--- config.mk ---
export PLATFORM = sky130hd
export DESIGN_NAME = regfile_write_arbiter_flat
export DESIGN_NICKNAME = d
export VERILOG_FILES = /design/src/rtl/regfile_write_arbiter_if.sv /design/src/rtl/regfile_write_arbiter.sv /design/src/flat_wrapper.sv
export SDC_FILE = /design/constraint.sdc
export NUM_CORES = 1
export LEC_CHECK = 0
export CORE_AREA = 3 3 206 208
export CTS_CLUSTER_DIAMETER = 120
export DETAILED_ROUTE_END_ITERATION = 12
export DIE_AREA = 0 0 209 211
export PLACE_DENSITY = 0.75
export SYNTH_ARGS = -nofsm -noshare
export SYNTH_HDL_FRONTEND = slang
export SYNTH_SLANG_ARGS = --single-unit
--- constraint.sdc ---
create_clock -name clock -period 3 [get_ports clock]
set_clock_uncertainty 0.1 [all_clocks]
set_input_delay 0.6 -clock clock [delete_from_list [all_inputs] [get_ports clock]]
set_output_delay 0.6 -clock clock [all_outputs]
set_load 0.02 [all_outputs]
--- src/rtl/regfile_write_arbiter_if.sv ---
// regfile_write_arbiter_if: writeback request bus plus register-file write port.
//   req_valid/req_addr/req_data : per-source push request (packed, source i in slice i)
//   req_ready/pending           : per-source FIFO can accept / is non-empty
//   reg_write/write_register/write_data : registered write toward the register file
//   master = writeback sources side, slave = arbiter side
interface regfile_write_arbiter_if #(
    parameter int dataWidth    = 64,
    parameter int addressWidth = 5,
    parameter int NUM_REQ      = 3
);
    logic [NUM_REQ-1:0]              req_valid;
    logic [NUM_REQ-1:0]              req_ready;
    logic [NUM_REQ*addressWidth-1:0] req_addr;
    logic [NUM_REQ*dataWidth-1:0]    req_data;
    logic [NUM_REQ-1:0]              pending;
    logic                            reg_write;
    logic [addressWidth-1:0]         write_register;
    logic [dataWidth-1:0]            write_data;
    modport master (
        output req_valid, req_addr, req_data,
        input  req_ready, pending, reg_write, write_register, write_data
    );
    modport slave (
        input  req_valid, req_addr, req_data,
        output req_ready, pending, reg_write, write_register, write_data
    );
endinterface

--- src/rtl/regfile_write_arbiter.sv ---
// regfile_write_arbiter: round-robin share of the register-file write port among NUM_REQ 2-deep FIFOs.
//   clock, reset : rising-edge clock, synchronous active-high reset
//   bus (slave)  : req_valid/req_ready/req_addr/req_data/pending per source,
//                  reg_write/write_register/write_data registered write stage
//   Optional macro REGWR_ZERO_DROP_EN: entries addressed to 31 are popped but not written.
module regfile_write_arbiter #(
    parameter int dataWidth    = 64,
    parameter int addressWidth = 5,
    parameter int NUM_REQ      = 3
) (
    input  logic                  clock,
    input  logic                  reset,
    regfile_write_arbiter_if.slave bus
);
    localparam int PW = $clog2(NUM_REQ);
    logic [addressWidth-1:0] addr_mem_q [NUM_REQ][2];
    logic [dataWidth-1:0]    data_mem_q [NUM_REQ][2];
    logic [1:0]              cnt_q [NUM_REQ];
    logic [1:0]              cnt_d [NUM_REQ];
    logic [NUM_REQ-1:0]      rd_ptr_q, rd_ptr_d, wr_ptr_q, wr_ptr_d;
    logic [NUM_REQ-1:0]      push, pop, ready;
    logic [PW-1:0]           rr_q, rr_d, gnt_idx;
    logic                    gnt_vld, drop;
    logic [addressWidth-1:0] head_addr;
    logic [dataWidth-1:0]    head_data;
    logic                    we_q, we_d;
    logic [addressWidth-1:0] wreg_q, wreg_d;
    logic [dataWidth-1:0]    wdata_q, wdata_d;
    function automatic int wrap(input int v);
        return v >= NUM_REQ ? v - NUM_REQ : v;
    endfunction
    // Scan from rr_q upward; first non-empty FIFO wins.
    always_comb begin
        gnt_vld = 1'b0;
        gnt_idx = '0;
        for (int k = 0; k < NUM_REQ; k++) begin
            if (!gnt_vld && cnt_q[wrap(int'(rr_q) + k)] != 2'd0) begin
                gnt_vld = 1'b1;
                gnt_idx = PW'(wrap(int'(rr_q) + k));
            end
        end
    end
    assign head_addr = addr_mem_q[gnt_idx][rd_ptr_q[gnt_idx]];
    assign head_data = data_mem_q[gnt_idx][rd_ptr_q[gnt_idx]];
`ifdef REGWR_ZERO_DROP_EN
    assign drop = head_addr == addressWidth'(31);
`else
    assign drop = 1'b0;
`endif
    for (genvar g = 0; g < NUM_REQ; g++) begin : g_src
        // Ready is from the registered count only, so a full FIFO stays closed even while popping.
        assign ready[g]       = !reset && cnt_q[g] != 2'd2;
        assign push[g]        = bus.req_valid[g] && ready[g];
        assign pop[g]         = gnt_vld && gnt_idx == PW'(g);
        assign bus.pending[g] = cnt_q[g] != 2'd0;
    end
    always_comb begin
        for (int i = 0; i < NUM_REQ; i++) begin
            cnt_d[i] = cnt_q[i] + 2'(push[i]) - 2'(pop[i]);
        end
        wr_ptr_d = wr_ptr_q ^ push;
        rd_ptr_d = rd_ptr_q ^ pop;
        rr_d     = !gnt_vld ? rr_q : gnt_idx == PW'(NUM_REQ - 1) ? '0 : gnt_idx + PW'(1);
        we_d     = gnt_vld && !drop;
        wreg_d   = we_d ? head_addr : wreg_q;
        wdata_d  = we_d ? head_data : wdata_q;
    end
    always_ff @(posedge clock) begin
        if (reset) begin
            cnt_q    <= '{default: '0};
            rd_ptr_q <= '0;
            wr_ptr_q <= '0;
            rr_q     <= '0;
            we_q     <= 1'b0;
            wreg_q   <= '0;
            wdata_q  <= '0;
        end else begin
            cnt_q    <= cnt_d;
            rd_ptr_q <= rd_ptr_d;
            wr_ptr_q <= wr_ptr_d;
            rr_q     <= rr_d;
            we_q     <= we_d;
            wreg_q   <= wreg_d;
            wdata_q  <= wdata_d;
        end
    end
    // Storage needs no reset: push is already blocked while reset is high.
    always_ff @(posedge clock) begin
        for (int i = 0; i < NUM_REQ; i++) begin
            if (push[i]) begin
                addr_mem_q[i][wr_ptr_q[i]] <= bus.req_addr[i*addressWidth +: addressWidth];
                data_mem_q[i][wr_ptr_q[i]] <= bus.req_data[i*dataWidth +: dataWidth];
            end
        end
    end
    assign bus.req_ready      = ready;
    assign bus.reg_write      = we_q;
    assign bus.write_register = wreg_q;
    assign bus.write_data     = wdata_q;
endmodule

--- src/flat_wrapper.sv ---
// flat-port wrapper written by rule: the top's interface ports become plain ports
module regfile_write_arbiter_flat 
#(
    parameter int dataWidth    = 64,
    parameter int addressWidth = 5,
    parameter int NUM_REQ      = 3
)
  (clock, reset, bus_req_valid, bus_req_addr, bus_req_data, bus_req_ready, bus_pending, bus_reg_write, bus_write_register, bus_write_data);
  regfile_write_arbiter_if #(.dataWidth(dataWidth), .addressWidth(addressWidth), .NUM_REQ(NUM_REQ)) bus_i ();
  input  logic clock;
  input  logic reset;
  input wire logic [$bits(bus_i.req_valid)-1:0] bus_req_valid;
  input wire logic [$bits(bus_i.req_addr)-1:0] bus_req_addr;
  input wire logic [$bits(bus_i.req_data)-1:0] bus_req_data;
  output wire logic [$bits(bus_i.req_ready)-1:0] bus_req_ready;
  output wire logic [$bits(bus_i.pending)-1:0] bus_pending;
  output wire logic [$bits(bus_i.reg_write)-1:0] bus_reg_write;
  output wire logic [$bits(bus_i.write_register)-1:0] bus_write_register;
  output wire logic [$bits(bus_i.write_data)-1:0] bus_write_data;
  assign bus_i.req_valid = bus_req_valid;
  assign bus_i.req_addr = bus_req_addr;
  assign bus_i.req_data = bus_req_data;
  assign bus_req_ready = bus_i.req_ready;
  assign bus_pending = bus_i.pending;
  assign bus_reg_write = bus_i.reg_write;
  assign bus_write_register = bus_i.write_register;
  assign bus_write_data = bus_i.write_data;
  regfile_write_arbiter #(.dataWidth(dataWidth), .addressWidth(addressWidth), .NUM_REQ(NUM_REQ)) u_core (.clock(clock), .reset(reset), .bus(bus_i));
endmodule
==> metrics.txt, run 1 <==
Final Cycle Share 0.965; Critical Path Source u_core.cnt_q[1]$_SDFF_PP0_; CTS tree yes; P&R area growth vs syn 28.3%; peak supply drop 1.38 mV; cell taking the most area after synthesis edfxtp_1; DIE HEIGHT 211 um; Pleak 0.00819 uW; slowest stage delay, CP 0.69 ns; worst slew pin tran 0.796 ns; Hold-fix buffers, CTS 0; Yosys top cell area share 0.624; worst hold path startpoint u_core.bus.write_data[50]$_SDFFE_PP0P_; CTS root buffer clkbuf_16; pin count of the biggest net entering global routing 139; DRC 0; gr busiest metal met2; dpl hpwl 34.1 mm; Min-Delay Path Class reg2reg; critical path type reg2out; CP Data Arrival Time 2.20 ns; post-route setup slack 0.104 ns; Hold Vio Cnt, Final 0; Syn. warnings 0; Num CTS Buffers 50; min Tclk post-route 2.90 ns; via count 14,538; CP Capture Type output pin; pre-CTS setup slack 0.103 ns; Rel. slew slack 0.469; Pre-antenna DRT Iters 5; Area after DPL 23,700 um2; mapped cell area 19,900 um2; Final Non-Filler Cells 2,197; post-synthesis area per instance 14.5 um2; fin nets 1,848; antenna violations before repair 4; global-route wire length before repair 89.5 mm; Total GRT Usage 0.265; RD Place Congestion 0.867; Async S/R FF share, synth 0; Placed Cells 2,096; GRT Residual Overflow 0; layout cell share with drive strength beyond 1 0.0993; IO Count 288; status finished, final reports clean; Wirelength per Cell 27.8 um; synthesized instance count 1,373; Crit Path Max Fanout 31; fill cell count 2,968; CP max stage cell clkdlybuf4s50_1; Vias/cell 6.62; reg-to-reg setup timing slack 0.13 ns; fin. max-slew vios 0; Starting Density 0.489; Seq/Total Area, Yosys 0.709; Syn Nets 1,601; worst skew pair latency 0.58 ns; Initial DRC Count 1,630; met1 Usage GRT 0.360; Core ar. 40,700 um2; vias in the first global route 14,609; PwrDens 1120 nW/um2; Synth area leaders edfxtp_1 (62%), dfxtp_1 (8.4%), o2111ai_1 (6.1%); FF+latch count, synth 498; Max Cap Viol 0; Final Setup Violations 0; number of H-tree levels 2; CTS clk-pin slew, worst paths 0.06 ns; WP buf/inv 2; CP top delay family buffers and inverters; top_reg_cell synth edfxtp_1; row cnt 74; clk buf depth 3; Sink Count 498; post-synthesis cell type count 41; worst path required time 2.30 ns; RSZ-0062 raised after global routing no; CP startpoint kind register; DRT antenna net count 0; number of flops mapped to enable cells by yosys 414; count of input and output buffers 287; Worst R2R Start u_core.rr_q[1]$_SDFFE_PP0P_; die area 44,100 um2; highest clock rate 345 MHz; met2 Use GR 0.428; GR met3 Demand/Resource 0.0544; Total Wirelength 61.2 mm; chip width 209 um; post-route cell area 25,500 um2; CP Cell Sequence nor2_4 -> inv_4 -> clkdlybuf4s50_1
==> final cells by class <==
type	count	area, um2	share of cell area
Antenna cell	4	10.0	0.000392
Clock buffer	66	1370	0.0537
Clock inverter	27	325	0.0127
Inverter	17	66.3	0.00260
Multi-Input combinational cell	711	5320	0.208
Sequential cell	498	14100	0.553
Tap cell	532	666	0.0261
Timing Repair Buffer	342	3670	0.144
==> synthesized netlist by cell type, drive strengths merged, types with 2 or more instances <==
master   instances
a21oi            6
a32o            69
a32oi           69
and2            72
buf             36
clkbuf         111
dfxtp           84
edfxtp         414
ha              16
inv             17
nand2            7
nand2b           2
nand3          139
nor2            87
nor2b            4
nor3             2
o2111ai        138
o211ai          70
o21ai            2
o21bai           2
o22ai            2
o32ai            2
or3              3
xnor2            5
xor2             3
==> flip-flops by register name (all words and copies together) (netlist names) <==
name / flops
u_core.data_mem_q: 384
u_core.bus.write_data: 64
u_core.addr_mem_q: 30
u_core.cnt_q: 6
u_core.bus.write_register: 5
u_core.rd_ptr_q: 3
u_core.wr_ptr_q: 3
u_core.rr_q: 2
u_core.bus.reg_write: 1
==> per-layer routing <==
metal  vias up  part of all wire
li1       6111                 -
met2       998              0.48
met3       151              0.11
met4         0             0.030
met1      7278              0.38
met5         -                 0
==> power breakdown <==
part	internal, uW	switching, uW
sequential	8370	457
clock	3820	2590
combinational	4860	8530
==> kinds of logic (layout without fill, tap and decap cells) <==
group | Yosys count | count (layout) | synth area share
compound gates | 365 | 365 | 0.161
xor+xnor | 8 | 8 | 0.00352
fa+ha+maj | 16 | 16 | 0.0101
buf+inv | 164 | 452 | 0.0346
flops | 498 | 498 | 0.709
mux | 1 | 1 | 0.000565
other cells | 0 | 4 | 0
simple gates | 321 | 321 | 0.0812
==> worst register-to-register path: stages, from the launching register on <==
cell and delay (ns):
dfxtp_2 0.35, inv_1 0.06, ha_2 0.20, or3_1 0.41
a211oi_4 0.33, nor3_2 0.14, o22ai_4 0.21, clkbuf_16 0.44
o211ai_1 0.22, a32o_1 0.29
==> repair_timing <==
item	CTS	global route
setup endpoints to repair	0	69
gates resized for setup	0	9
buffers inserted	0	3
==> through the flow <==
| stage | hold slack [ns] | setup TNS (ns) | utilization | power [uW] |
|---|---|---|---|---|
| final | 0.364 | 0 | 0.627 | 28600 |
| after global routing | 0.387 | 0 | 0.627 | 29800 |
| after floorplan | 0.384 | -259.06 | - | 17000 |
| after global placement | 0.349 | 0 | 0.583 | 21300 |
| after CTS | 0.367 | 0 | 0.624 | 28200 |
| after detailed placement | 0.354 | 0 | 0.583 | 21800 |
==> final timing paths <==
kind,to,cells after the start
worst max-delay path,bus_pending[2],3
worst min-delay path,u_core.bus.write_data[50]$_SDFFE_PP0P_,1
worst max register to register,u_core.bus.write_data[52]$_SDFFE_PP0P_,9
worst min register to register,u_core.bus.write_data[50]$_SDFFE_PP0P_,1
==> placed cells by master (no fill, tap or decap), types with 3 or more instances in the layout <==
master / n
a21oi_1: 6
a32o_1: 69
a32oi_1: 69
and2_1: 72
buf_12: 26
buf_4: 26
bufinv_16: 7
clkbuf_1: 10
clkbuf_16: 52
clkbuf_8: 6
clkdlybuf4s50_1: 287
clkinv_1: 6
clkinv_2: 10
dfxtp_1: 82
diode_2: 4
edfxtp_1: 414
ha_1: 8
ha_4: 6
inv_1: 16
nand2_1: 6
nand3_1: 138
nor2_1: 85
nor2b_1: 3
o2111ai_1: 138
o211ai_1: 70
xnor2_1: 5
xor2_1: 3
(Power assumes the default switching activity.)
==> inputs of run 2 (changes only) <==
- CORE_AREA: 3 3 206 208 -> 3 3 188 190
- DIE_AREA: 0 0 209 211 -> 0 0 191 193
- PLACE_DENSITY: 0.75 -> 0.85
- clock period: 3 -> 3.5 ns (I/O delays scaled with it)
==> run 2 against run 1 <==
Global-route usage is 5.5 points higher. Critical endpoint is now u_core.bus.write_data[3]$_SDFFE_PP0P_. Routed wire length decreased by 1.3%. Combinational power is 16% lower. Cell count is 4.0% lower. Non-clock buffer count shrank 7. Largest power group unchanged. Power decreased by 16%. Sequential cell count is the same. Sequential power shrank 15%. Clock power down 20%. First-iteration DRC count increased by 11%. Via count up 2.3%.
==> metrics.txt, run 2 (synthesized netlist as in run 1, its figures left out) <==
reg-to-reg setup timing slack 0.22 ns (+0.09 ns); die area 36,900 um2 (-16%); Sink Count 498 (unchanged); status finished, final reports clean; pin count of the biggest net entering global routing 81 (-42%); row cnt 67 (-9.5%); Min-Delay Path Class reg2reg; Largest register FFs 384 (unchanged); DRC 0 (unchanged); DRT antenna net count 0 (unchanged); count of input and output buffers 287 (unchanged); cts repair resizes 0 (unchanged); CP max stage cell nor2b_4; Initial DRC Count 1,807 (+11%); post-route cell area 25,200 um2 (-1.4%); IO Count 288 (unchanged); dpl hpwl 35.0 mm (+2.7%); CP Cell Sequence inv_1 -> ha_1 -> nor3b_2 -> o32ai_4 -> a21oi_1 -> nor2b_4 -> buf_12 -> a32o_1; DIE HEIGHT 193 um (-8.5%); P&R area growth vs syn 26.4%; Pre-antenna DRT Iters 6 (+1); Rel. slew slack 0.285 (-0.184); worst hold path startpoint u_core.bus.write_data[6]$_SDFFE_PP0P_; Reg2Reg Depth 8 (-1); vias in the first global route 15,118 (+3.5%); slowest stage delay, CP 0.90 ns (+0.21 ns); Post-CTS Setup Repair Bufs 0 (unchanged); commonest non-fill, non-tap cell in the layout edfxtp_1; setup TNS 0 ns (unchanged); Wirelength per Cell 28.6 um (+2.7%); reg2reg end u_core.bus.write_data[3]$_SDFFE_PP0P_; Vias/cell 7.05 (+6.6%); Hold Vio Cnt, Final 0 (unchanged); number of H-tree levels 2 (unchanged); Total Wirelength 60.4 mm (-1.3%); Max Cap Viol 0 (unchanged); CP Data Arrival Time 3.68 ns (+1.48 ns); Crit Path Max Fanout 40 (+29%); Core ar. 33,600 um2 (-17%); clk buf depth 3 (unchanged); Final Cycle Share 0.937; hold path endpoint u_core.bus.write_data[6]$_SDFFE_PP0P_; chip width 191 um (-8.6%); WP buf/inv 2 (unchanged); Area after DPL 23,600 um2 (-0.73%); worst skew pair latency 0.58 ns (about the same); antenna violations before repair 11 (+7); Total GRT Usage 0.320 (+0.0548); CP startpoint kind register; fin. max-slew vios 0 (unchanged); CTS clk-pin slew, worst paths 0.06 ns (about the same); Final Setup Violations 0 (unchanged); Num CTS Buffers 49 (-2.0%); fin nets 1,840 (-0.43%); RSZ-0062 raised after global routing no; min Tclk post-route 3.28 ns; layout cell share with drive strength beyond 1 0.0920 (-0.00738); most frequent cells in the layout edfxtp_1 (414), clkdlybuf4s50_1 (287), nand3_1 (139), o2111ai_1 (138), nor2_1 (85); Pleak 0.00808 uW (-1.3%); CP top delay family simple AND/OR/NAND/NOR gates; GRT Residual Overflow 0 (unchanged); RD Place Congestion 0.834 (-3.8%); Hold-fix buffers, CTS 0 (unchanged); worst slew pin tran 1.07 ns (+0.274 ns); PwrDens 950 nW/um2 (-15%); global-route wire length before repair 88.8 mm (-0.80%); Worst Hold Depth 1 (unchanged); CTS root buffer clkbuf_16; Levels on crit path 8 (+5); via count 14,879 (+2.3%); highest clock rate 305 MHz; peak supply drop 1.19 mV (-14%); Tot Pwr 23,900 uW (-16%); CTS tree yes; Worst R2R Start u_core.rr_q[1]$_SDFFE_PP0P_; critical path type reg2reg; Starting Density 0.592 (+0.104); worst path required time 3.90 ns (+1.60 ns); CP Capture Type register
## run 2: changes by cell type in the layout (fill, tap and decap cells not counted), moves of 2 or more
cell | previous run | this run
buf_4 | 26 | 23
bufinv_16 | 7 | 0
clkbuf_1 | 10 | 12
clkbuf_16 | 52 | 50
clkbuf_8 | 6 | 14
clkinv_1 | 6 | 4
diode_2 | 4 | 9
ha_1 | 8 | 10
ha_2 | 2 | 0
inv_6 | 2 | 0
## run 2: cell type report
class	count	area, um2
diodes	9	22.5
clock buffers	76	1490
clock inverters	16	101
fillers	1931	8440
inverters	17	66.3
multi-input cells	711	5280
flip-flops and latches	498	14100
well taps	448	561
repair buffers	335	3550
## run 2: worst register-to-register path: stages, from the launching register on
cell and delay [ns]:
dfxtp_1 0.35, inv_1 0.09, ha_1 0.42, nor3b_2 0.36
o32ai_4 0.20, a21oi_1 0.22, nor2b_4 0.90, buf_12 0.36
a32o_1 0.21
## run 2: worst max-delay path by stage
stage / startpoint / endpoint / slack [ns]
after CTS: u_core.rr_q[1]$_SDFFE_PP0P_ / u_core.cnt_q[3]$_SDFF_PP0_ / 0.24
after detailed placement: u_core.rr_q[1]$_SDFFE_PP0P_ / u_core.cnt_q[3]$_SDFF_PP0_ / 0.26
after global placement: u_core.rr_q[1]$_SDFFE_PP0P_ / u_core.cnt_q[3]$_SDFF_PP0_ / 0.35
final: u_core.rr_q[1]$_SDFFE_PP0P_ / u_core.bus.write_data[3]$_SDFFE_PP0P_ / 0.22
after floorplan: reset / u_core.addr_mem_q[1][0]$_DFFE_PP_ / -0.23
after global routing: u_core.rr_q[1]$_SDFFE_PP0P_ / u_core.cnt_q[3]$_SDFF_PP0_ / 0.02
## run 2: layer usage
metal,global-route usage,part of all wire,vias up
met3,0.0712,0.12,229
met4,0.165,0.044,8
met2,0.522,0.49,1306
met1,0.407,0.35,7224
li1,-,-,6112
met5,0,0.00084,-
## run 2: where the power goes
group          internal, uW  switching, uW  total [uW]
combinational          4080           7200       11300
sequential             7180            349        7530
clock                  2930           2190        5130
## run 2: stage by stage
| step | setup WS [ns] | std cells | hold WS (ns) | utilization |
|---|---|---|---|---|
| after detailed placement | 0.262 | 2009 | 0.354 | 0.701 |
| after CTS | 0.240 | 2101 | 0.368 | 0.748 |
| final | 0.220 | 2110 | 0.366 | 0.749 |
| after floorplan | -0.227 | 1373 | 0.384 | - |
| after global placement | 0.346 | 2009 | 0.352 | 0.701 |
| after global routing | 0.0191 | 2108 | 0.387 | 0.749 |
